## src/rtl/instr_stream_loader_pkg.sv

```systemverilog
// -----------------------------------------------------------------------------
// instr_stream_loader_pkg
//   Shared constants for the RISC-I instruction stream loader: instruction
//   width, instruction memory size, host count-field width, the load marker
//   bytes understood by the instruction memory, and the loader state encoding.
//   States are plain localparams so legacy code can match on the raw codes.
// -----------------------------------------------------------------------------
package instr_stream_loader_pkg;

    localparam int WORD_LEN      = 32;
    localparam int InstrMEM_SIZE = 64;
    localparam int CNT_W         = 16;

    // Top byte of the header / terminator words seen by the instruction memory.
    localparam logic [7:0] LOAD_START_BYTE = 8'hFE;
    localparam logic [7:0] LOAD_END_BYTE   = 8'hFF;

    localparam int ST_W = 3;
    localparam logic [ST_W-1:0] S_IDLE = 3'd0;
    localparam logic [ST_W-1:0] S_CNT  = 3'd1;
    localparam logic [ST_W-1:0] S_RX   = 3'd2;
    localparam logic [ST_W-1:0] S_CHK  = 3'd3;  // only reachable with INSTR_LOADER_CHECKSUM_EN
    localparam logic [ST_W-1:0] S_HDR  = 3'd4;
    localparam logic [ST_W-1:0] S_DATA = 3'd5;
    localparam logic [ST_W-1:0] S_END  = 3'd6;

endpackage

```

## src/rtl/instr_stream_loader_buf.sv

```systemverilog
// -----------------------------------------------------------------------------
// instr_loader_buf
//   DEPTH x WORD_LEN register file holding the received program until the
//   burst is emitted. One synchronous write port, one asynchronous read port.
//
// Ports:
//   i_CLK    clock
//   i_We     write enable
//   i_Waddr  write address
//   i_Wdata  write data
//   i_Raddr  read address
//   o_Rdata  read data (combinational from i_Raddr)
// -----------------------------------------------------------------------------
module instr_loader_buf #(
    parameter int WORD_LEN = 32,
    parameter int DEPTH    = 64,
    parameter int AW       = $clog2(DEPTH)
) (
    input  logic                i_CLK,
    input  logic                i_We,
    input  logic [AW-1:0]       i_Waddr,
    input  logic [WORD_LEN-1:0] i_Wdata,
    input  logic [AW-1:0]       i_Raddr,
    output logic [WORD_LEN-1:0] o_Rdata
);

    logic [WORD_LEN-1:0] mem [DEPTH];

    // NOTE: the storage array has no reset; every word is written before it
    // is read, and leaving it out lets the array map onto plain RAM/flops.
    always_ff @(posedge i_CLK) begin
        if (i_We) begin
            mem[i_Waddr] <= i_Wdata;
        end
    end

    assign o_Rdata = mem[i_Raddr];

endmodule

```

## src/rtl/instr_stream_loader.sv

```systemverilog
// -----------------------------------------------------------------------------
// instr_stream_loader
//   Receives a host byte stream (count N as CNT_W/8 bytes MSB first, then N
//   big-endian words), buffers the program, then emits one gapless burst to
//   the instruction memory: header word, N instruction words, terminator word.
//   A word whose top byte is the terminator marker, N==0 or N>DEPTH aborts
//   the frame with an o_Err pulse and nothing is emitted.
//
//   Optional feature, macro INSTR_LOADER_CHECKSUM_EN: one extra byte after the
//   data must equal the XOR of all count and data bytes before the burst.
//
// Ports:
//   i_CLK          clock
//   i_RSTN         asynchronous active-low reset
//   i_Byte         host data byte
//   i_Byte_Valid   one-cycle strobe qualifying i_Byte
//   o_Write_Instr  registered write stream to instruction memory
//   o_Busy         high from first count byte until the burst ends
//   o_Done         one-cycle pulse the cycle after the terminator
//   o_Err          one-cycle pulse on a protocol error
//
// CNT_W must be at least 16 and WORD_LEN a multiple of 8.
// -----------------------------------------------------------------------------
module instr_stream_loader #(
    parameter int WORD_LEN = instr_stream_loader_pkg::WORD_LEN,
    parameter int DEPTH    = instr_stream_loader_pkg::InstrMEM_SIZE,
    parameter int CNT_W    = instr_stream_loader_pkg::CNT_W
) (
    input  logic                i_CLK,
    input  logic                i_RSTN,
    input  logic [7:0]          i_Byte,
    input  logic                i_Byte_Valid,
    output logic [WORD_LEN-1:0] o_Write_Instr,
    output logic                o_Busy,
    output logic                o_Done,
    output logic                o_Err
);

    import instr_stream_loader_pkg::*;

    localparam int BYTES = WORD_LEN / 8;
    localparam int BC_W  = (BYTES > 1) ? $clog2(BYTES) : 1;
    localparam int CB    = CNT_W / 8;
    localparam int CB_W  = (CB > 1) ? $clog2(CB) : 1;
    localparam int PW    = $clog2(DEPTH + 1);
    localparam int AW    = $clog2(DEPTH);

    localparam logic [WORD_LEN-1:0] HDR_WORD = {LOAD_START_BYTE, {(WORD_LEN-8){1'b0}}};
    localparam logic [WORD_LEN-1:0] END_WORD = {LOAD_END_BYTE,   {(WORD_LEN-8){1'b0}}};

    logic [ST_W-1:0]     state_q, state_d;
    logic [CNT_W-1:0]    count_q, count_d;
    logic [CB_W-1:0]     cb_q, cb_d;
    logic [WORD_LEN-1:0] asm_q, asm_d;
    logic [BC_W-1:0]     bcnt_q, bcnt_d;
    logic [PW-1:0]       wptr_q, wptr_d;
    logic [PW-1:0]       rptr_q, rptr_d;
    logic [WORD_LEN-1:0] out_q, out_d;
    logic                busy_q, busy_d;
    logic                done_q, done_d;
    logic                err_q, err_d;
`ifdef INSTR_LOADER_CHECKSUM_EN
    logic [7:0]          csum_q, csum_d;
`endif

    logic                buf_we;
    logic [WORD_LEN-1:0] rd_data;

    instr_loader_buf #(
        .WORD_LEN (WORD_LEN),
        .DEPTH    (DEPTH),
        .AW       (AW)
    ) u_buf (
        .i_CLK   (i_CLK),
        .i_We    (buf_we),
        .i_Waddr (wptr_q[AW-1:0]),
        .i_Wdata (asm_d),
        .i_Raddr (rptr_q[AW-1:0]),
        .o_Rdata (rd_data)
    );

    // NOTE: every variable gets a default at the top of the block so no path
    // leaves one unassigned, which would otherwise infer a latch.
    always_comb begin
        state_d = state_q;
        count_d = count_q;
        cb_d    = cb_q;
        asm_d   = asm_q;
        bcnt_d  = bcnt_q;
        wptr_d  = wptr_q;
        rptr_d  = rptr_q;
        busy_d  = busy_q;
        out_d   = '0;
        done_d  = 1'b0;
        err_d   = 1'b0;
        buf_we  = 1'b0;
`ifdef INSTR_LOADER_CHECKSUM_EN
        csum_d  = csum_q;
`endif

        case (state_q)
            S_IDLE: begin
                if (i_Byte_Valid) begin
                    count_d = CNT_W'(i_Byte);
                    cb_d    = CB_W'(1);
                    bcnt_d  = '0;
                    wptr_d  = '0;
                    busy_d  = 1'b1;
                    state_d = S_CNT;
`ifdef INSTR_LOADER_CHECKSUM_EN
                    csum_d  = i_Byte;
`endif
                end
            end

            S_CNT: begin
                if (i_Byte_Valid) begin
                    count_d = {count_q[CNT_W-9:0], i_Byte};
`ifdef INSTR_LOADER_CHECKSUM_EN
                    csum_d  = csum_q ^ i_Byte;
`endif
                    if (cb_q == CB_W'(CB - 1)) begin
                        if (count_d == '0 || count_d > CNT_W'(DEPTH)) begin
                            err_d   = 1'b1;
                            busy_d  = 1'b0;
                            state_d = S_IDLE;
                        end else begin
                            state_d = S_RX;
                        end
                    end else begin
                        cb_d = cb_q + CB_W'(1);
                    end
                end
            end

            S_RX: begin
                if (i_Byte_Valid) begin
                    asm_d = {asm_q[WORD_LEN-9:0], i_Byte};
`ifdef INSTR_LOADER_CHECKSUM_EN
                    csum_d = csum_q ^ i_Byte;
`endif
                    if (bcnt_q == BC_W'(BYTES - 1)) begin
                        bcnt_d = '0;
                        // A terminator-marked word would end the memory load early.
                        if (asm_d[WORD_LEN-1 -: 8] == LOAD_END_BYTE) begin
                            err_d   = 1'b1;
                            busy_d  = 1'b0;
                            wptr_d  = '0;
                            state_d = S_IDLE;
                        end else begin
                            buf_we = 1'b1;
                            wptr_d = wptr_q + PW'(1);
                            if (CNT_W'(wptr_d) == count_q) begin
`ifdef INSTR_LOADER_CHECKSUM_EN
                                state_d = S_CHK;
`else
                                // Header is registered on the same edge that
                                // takes the last byte: 1-cycle latency.
                                out_d   = HDR_WORD;
                                rptr_d  = '0;
                                state_d = S_HDR;
`endif
                            end
                        end
                    end else begin
                        bcnt_d = bcnt_q + BC_W'(1);
                    end
                end
            end

`ifdef INSTR_LOADER_CHECKSUM_EN
            S_CHK: begin
                if (i_Byte_Valid) begin
                    if (i_Byte == csum_q) begin
                        out_d   = HDR_WORD;
                        rptr_d  = '0;
                        state_d = S_HDR;
                    end else begin
                        err_d   = 1'b1;
                        busy_d  = 1'b0;
                        wptr_d  = '0;
                        state_d = S_IDLE;
                    end
                end
            end
`endif

            // The output register always carries the value for the next
            // cycle, so each state prepares what follows it.
            S_HDR: begin
                out_d   = rd_data;
                rptr_d  = rptr_q + PW'(1);
                state_d = S_DATA;
            end

            S_DATA: begin
                if (CNT_W'(rptr_q) == count_q) begin
                    out_d   = END_WORD;
                    state_d = S_END;
                end else begin
                    out_d  = rd_data;
                    rptr_d = rptr_q + PW'(1);
                end
            end

            S_END: begin
                done_d  = 1'b1;
                busy_d  = 1'b0;
                state_d = S_IDLE;
            end

            default: begin
                busy_d  = 1'b0;
                state_d = S_IDLE;
            end
        endcase
    end

    // NOTE: state registers use non-blocking assignments so every flop
    // samples its _d value from before the edge, independent of block order.
    always_ff @(posedge i_CLK or negedge i_RSTN) begin
        if (!i_RSTN) begin
            state_q <= S_IDLE;
            count_q <= '0;
            cb_q    <= '0;
            asm_q   <= '0;
            bcnt_q  <= '0;
            wptr_q  <= '0;
            rptr_q  <= '0;
            out_q   <= '0;
            busy_q  <= 1'b0;
            done_q  <= 1'b0;
            err_q   <= 1'b0;
`ifdef INSTR_LOADER_CHECKSUM_EN
            csum_q  <= '0;
`endif
        end else begin
            state_q <= state_d;
            count_q <= count_d;
            cb_q    <= cb_d;
            asm_q   <= asm_d;
            bcnt_q  <= bcnt_d;
            wptr_q  <= wptr_d;
            rptr_q  <= rptr_d;
            out_q   <= out_d;
            busy_q  <= busy_d;
            done_q  <= done_d;
            err_q   <= err_d;
`ifdef INSTR_LOADER_CHECKSUM_EN
            csum_q  <= csum_d;
`endif
        end
    end

    assign o_Write_Instr = out_q;
    assign o_Busy        = busy_q;
    assign o_Done        = done_q;
    assign o_Err         = err_q;

endmodule

```

## config.mk

```make
export PLATFORM = sky130hd
export DESIGN_NAME = instr_stream_loader
export DESIGN_NICKNAME = d
export VERILOG_FILES = /design/src/rtl/instr_stream_loader_pkg.sv /design/src/rtl/instr_stream_loader_buf.sv /design/src/rtl/instr_stream_loader.sv
export SDC_FILE = /design/constraint.sdc
export NUM_CORES = 2
export LEC_CHECK = 0
export CORE_ASPECT_RATIO = 0.6
export CORE_UTILIZATION = 55
export CTS_CLUSTER_DIAMETER = 50
export CTS_CLUSTER_SIZE = 16
export DETAILED_ROUTE_END_ITERATION = 10
export PLACE_DENSITY = 0.75
export SLEW_MARGIN = 25
export SYNTH_ARGS = -nofsm -noshare
export SYNTH_HDL_FRONTEND = slang
export SYNTH_SLANG_ARGS = --single-unit
```

## constraint.sdc

```tcl
create_clock -name i_CLK -period 4.6 [get_ports i_CLK]
set_input_delay 1.15 -clock i_CLK [delete_from_list [all_inputs] [get_ports i_CLK]]
set_output_delay 1.15 -clock i_CLK [all_outputs]
set_load 0.1 [all_outputs]
```

==> results.py <==
metrics = {
    "global_routing": {
        "grt_util_met2": 0.401,
        "grt_pass1_vias": 41200,
        "track_usage": 0.297,
        "grt_max_degree": 73,
        "antenna_found_initial": 8,
        "grt_util_met1": 0.464,
        "overflow": 0,
        "grt.busiest_layer": "met1",
        "grt_pass1_wl_um": 312000,
        "use_met3": 0.0939,
    },
    "layout": {
        "nFillCells": 9790,
        "final_common_cell": "edfxtp_1",
        "areaGrowthSynthToFinish_pct": 11.5,
        "layout.nets": 4137,
        "final_cells": 6234,
        "final_area_um2": 92200,
        "mostFrequentLayoutCells": "2048 x edfxtp_1, 459 x mux4_2, 203 x nand2_1",
        "multi_input_area_um2": 17900,
        "final_layout_size_suffix_gt1_frac": 0.237,
        "seqCellArea_um2": 64100,
    },
    "cts": {
        "root_buffer": "clkbuf_16",
        "clk_path_buf_depth": 3,
        "worstSkewPairLatency_ns": 0.80,
        "post_cts_resized": 0,
        "cts_setup_buffers": 0,
        "cts.reportedPaths.clkPinSlew_ns": 0.07,
        "cts_buffers": 153,
        "cts-htree-levels": 4,
        "cts-hold-fix-buffers": 0,
        "clock-sinks": 2151,
        "cts_tree": "built",
    },
    "pwr": {
        "leakage_uw": 0.0299,
        "power.total_uw": 37400,
        "p_per_area_nw_per_um2": 405,
        "peakVddDrop_uv": 355,
    },
    "synthesis": {
        "syn-num-nets": 3929,
        "ys_ff_latch": 2151,
        "synth_edf_count": 2048,
        "synth_flop_cell": "edfxtp_1",
        "yosysWarnings": 0,
        "avgSynthCellArea_um2": 21.1,
        "synthArstFlopShare": 0.0479,
        "yosys.area.top_type_share": 0.744,
        "seq_area_frac_synth": 0.775,
        "synth.cell_area_um2": 82700,
        "synth_area_leaders": "edfxtp_1 74%, mux4_2 12%, dfrtp_1 3.1%",
        "synth.distinct_cells": 72,
        "synthCells": 3915,
        "synth_top_cell_by_area": "edfxtp_1",
    },
    "timing": {
        "clock.fmax_mhz": 273,
        "worst_pin_slew_ns": 1.05,
        "fin_crit_sh": 0.796,
        "skew_ns": 0.0265,
        "relSlewSlack": 0.295,
        "setup_tns_ns": 0,
        "finalCriticalPeriod_ns": 3.66,
        "final_max_slew_viol_count": 0,
        "rsz0062_at_grt": "false",
        "report.final.hold_viol_count": 0,
        "setup_viol": 0,
        "whs_ns": 0.369,
    },
    "setup_path": {
        "r2r-end": "o_Write_Instr[0]$_DFF_PN0_",
        "max_stage_delay_ns": 1.00,
        "reg2reg_depth": 8,
        "critPathKind": "reg2reg",
        "path_cells": "buf_12 -> buf_4 -> mux2i_1 -> o221ai_1 -> a21oi_1 -> a31oi_1 -> o21ai_0 -> a21oi_1",
        "start_kind": "register",
        "worstReg2RegStart": "rptr_q[0]$_DFFE_PN0P_",
        "critPathRequiredTime_ns": 5.21,
        "critical_path.max_fanout": 49,
        "worst_path_max_delay_cell": "dfrtp_4",
        "r2r_slack_ns": 0.94,
        "end_kind": "register",
        "cpMostUsedCell": "a21oi_1",
        "cp_data_arrival_time_ns": 4.28,
    },
    "drt": {
        "wl_per_cell_um": 35.6,
        "drt_iter0_markers": 7751,
        "via_per_inst": 6.92,
        "num_vias": 43100,
        "ant_nets": 0,
        "post-route-drc-count": 0,
        "dr.pass1.iters": 6,
        "wirelength_um": 222000,
    },
    "floorplan": {
        "core_area_um2": 148000,
        "fp.dieH_um": 302,
        "fp-row-count": 109,
        "pin_count": 46,
        "die_w_um": 503,
        "dieArea_um2": 152000,
        "initial_core_util": 0.558,
    },
    "placement": {
        "dp.cells": 5966,
        "dp_hpwl_um": 136000,
        "io_buffers": 45,
        "dpl_cell_area_um2": 87800,
        "finalWeightedCongestion": 0.915,
    },
    "status": {
        "status": "complete, no violations",
    },
    "min_path": {
        "hold_class": "in2async",
    },
    "flow_run": {
        "cap_violations": 0,
    },
}
cell families after synthesis:
family / Yosys count / share of synthesized area
flops: 2151 / 0.775
mux: 656 / 0.150
simple gates: 484 / 0.0263
compound gates: 373 / 0.0316
buf+inv: 234 / 0.0159
xor+xnor: 14 / 0.00148
fa+ha+maj: 3 / 0.000454
worst max-delay path by stage:
stage / start / end / slack [ns] / cells past startpoint
floorplan: i_Byte_Valid / u_buf.mem[18][0]$_DFFE_PP_ / 0.38 / 6
global placement: i_Byte_Valid / u_buf.mem[22][29]$_DFFE_PP_ / 0.48 / 5
detailed placement: i_Byte_Valid / u_buf.mem[57][0]$_DFFE_PP_ / 0.37 / 6
CTS: o_Write_Instr[27]$_DFF_PN0_ / o_Write_Instr[27] / 0.88 / 1
global route: rptr_q[0]$_DFFE_PN0P_ / o_Write_Instr[0]$_DFF_PN0_ / 0.85 / 8
finish: rptr_q[0]$_DFFE_PN0P_ / o_Write_Instr[0]$_DFF_PN0_ / 0.94 / 8
Yosys cell counts (11+ instances only):
master	count
a21oi_1	60
a22o_1	11
a221oi_1	26
nand4_1	13
xnor2_1	12
o211ai_1	16
nor3_1	12
a211oi_1	11
o221ai_1	26
mux2_2	42
buf_4	37
nand2_1	203
nand2b_1	15
o22ai_1	36
mux2i_1	153
mux4_2	459
dfrtp_1	103
a22oi_1	71
clkbuf_1	78
nand3_1	66
buf_1	17
buf_6	27
nor2_1	118
o21ai_0	49
edfxtp_1	2048
buf_2	64
a31oi_1	22
nor2b_1	12
layer usage:
metal | vias up | share of wire
li1 | 16700 | -
met1 | 22400 | 0.39
met5 | - | 0.00031
met2 | 3660 | 0.42
met4 | 8 | 0.030
met3 | 360 | 0.16
stage by stage:
step,util,setup WS [ns]
floorplan,-,0.380
global placement,0.592,0.481
detailed placement,0.592,0.370
CTS,0.622,0.879
global route,0.622,0.848
finish,0.622,0.939
cell type report:
cell class,instances,area share
inverter,9,0.000393
clock buffer,254,0.0472
antenna,3,0.0000814
clock inverter,11,0.00117
tap,1998,0.0271
timing repair buffer,278,0.0355
multi-input combinational,1530,0.194
sequential,2151,0.695
sequential cells by signal, summed over array words and instances, names as in the netlist:
register       flops
asm_q             32
bcnt_q             2
cb_q               1
count_q           16
o_Busy             1
o_Done             1
o_Err              1
o_Write_Instr     32
rptr_q             7
state_q            3
u_buf.mem       2048
wptr_q             7
power breakdown:
part	switching (uW)	leakage (uW)	internal (uW)
clock network	6500	0.00214	6480
logic	1930	0.00792	1050
registers	179	0.0199	21200
total	8610	0.0299	28800
worst max-delay path, delay by kind of cell, from the launching register on:
| family | cells | cell delay, ns |
|---|---|---|
| AO/OA/AOI/OAI | 5 | 1.30 |
| multiplexers | 1 | 0.29 |
| flip-flops | 1 | 1.00 |
| buffers and inverters | 2 | 0.76 |
(Power assumes the default switching activity.)
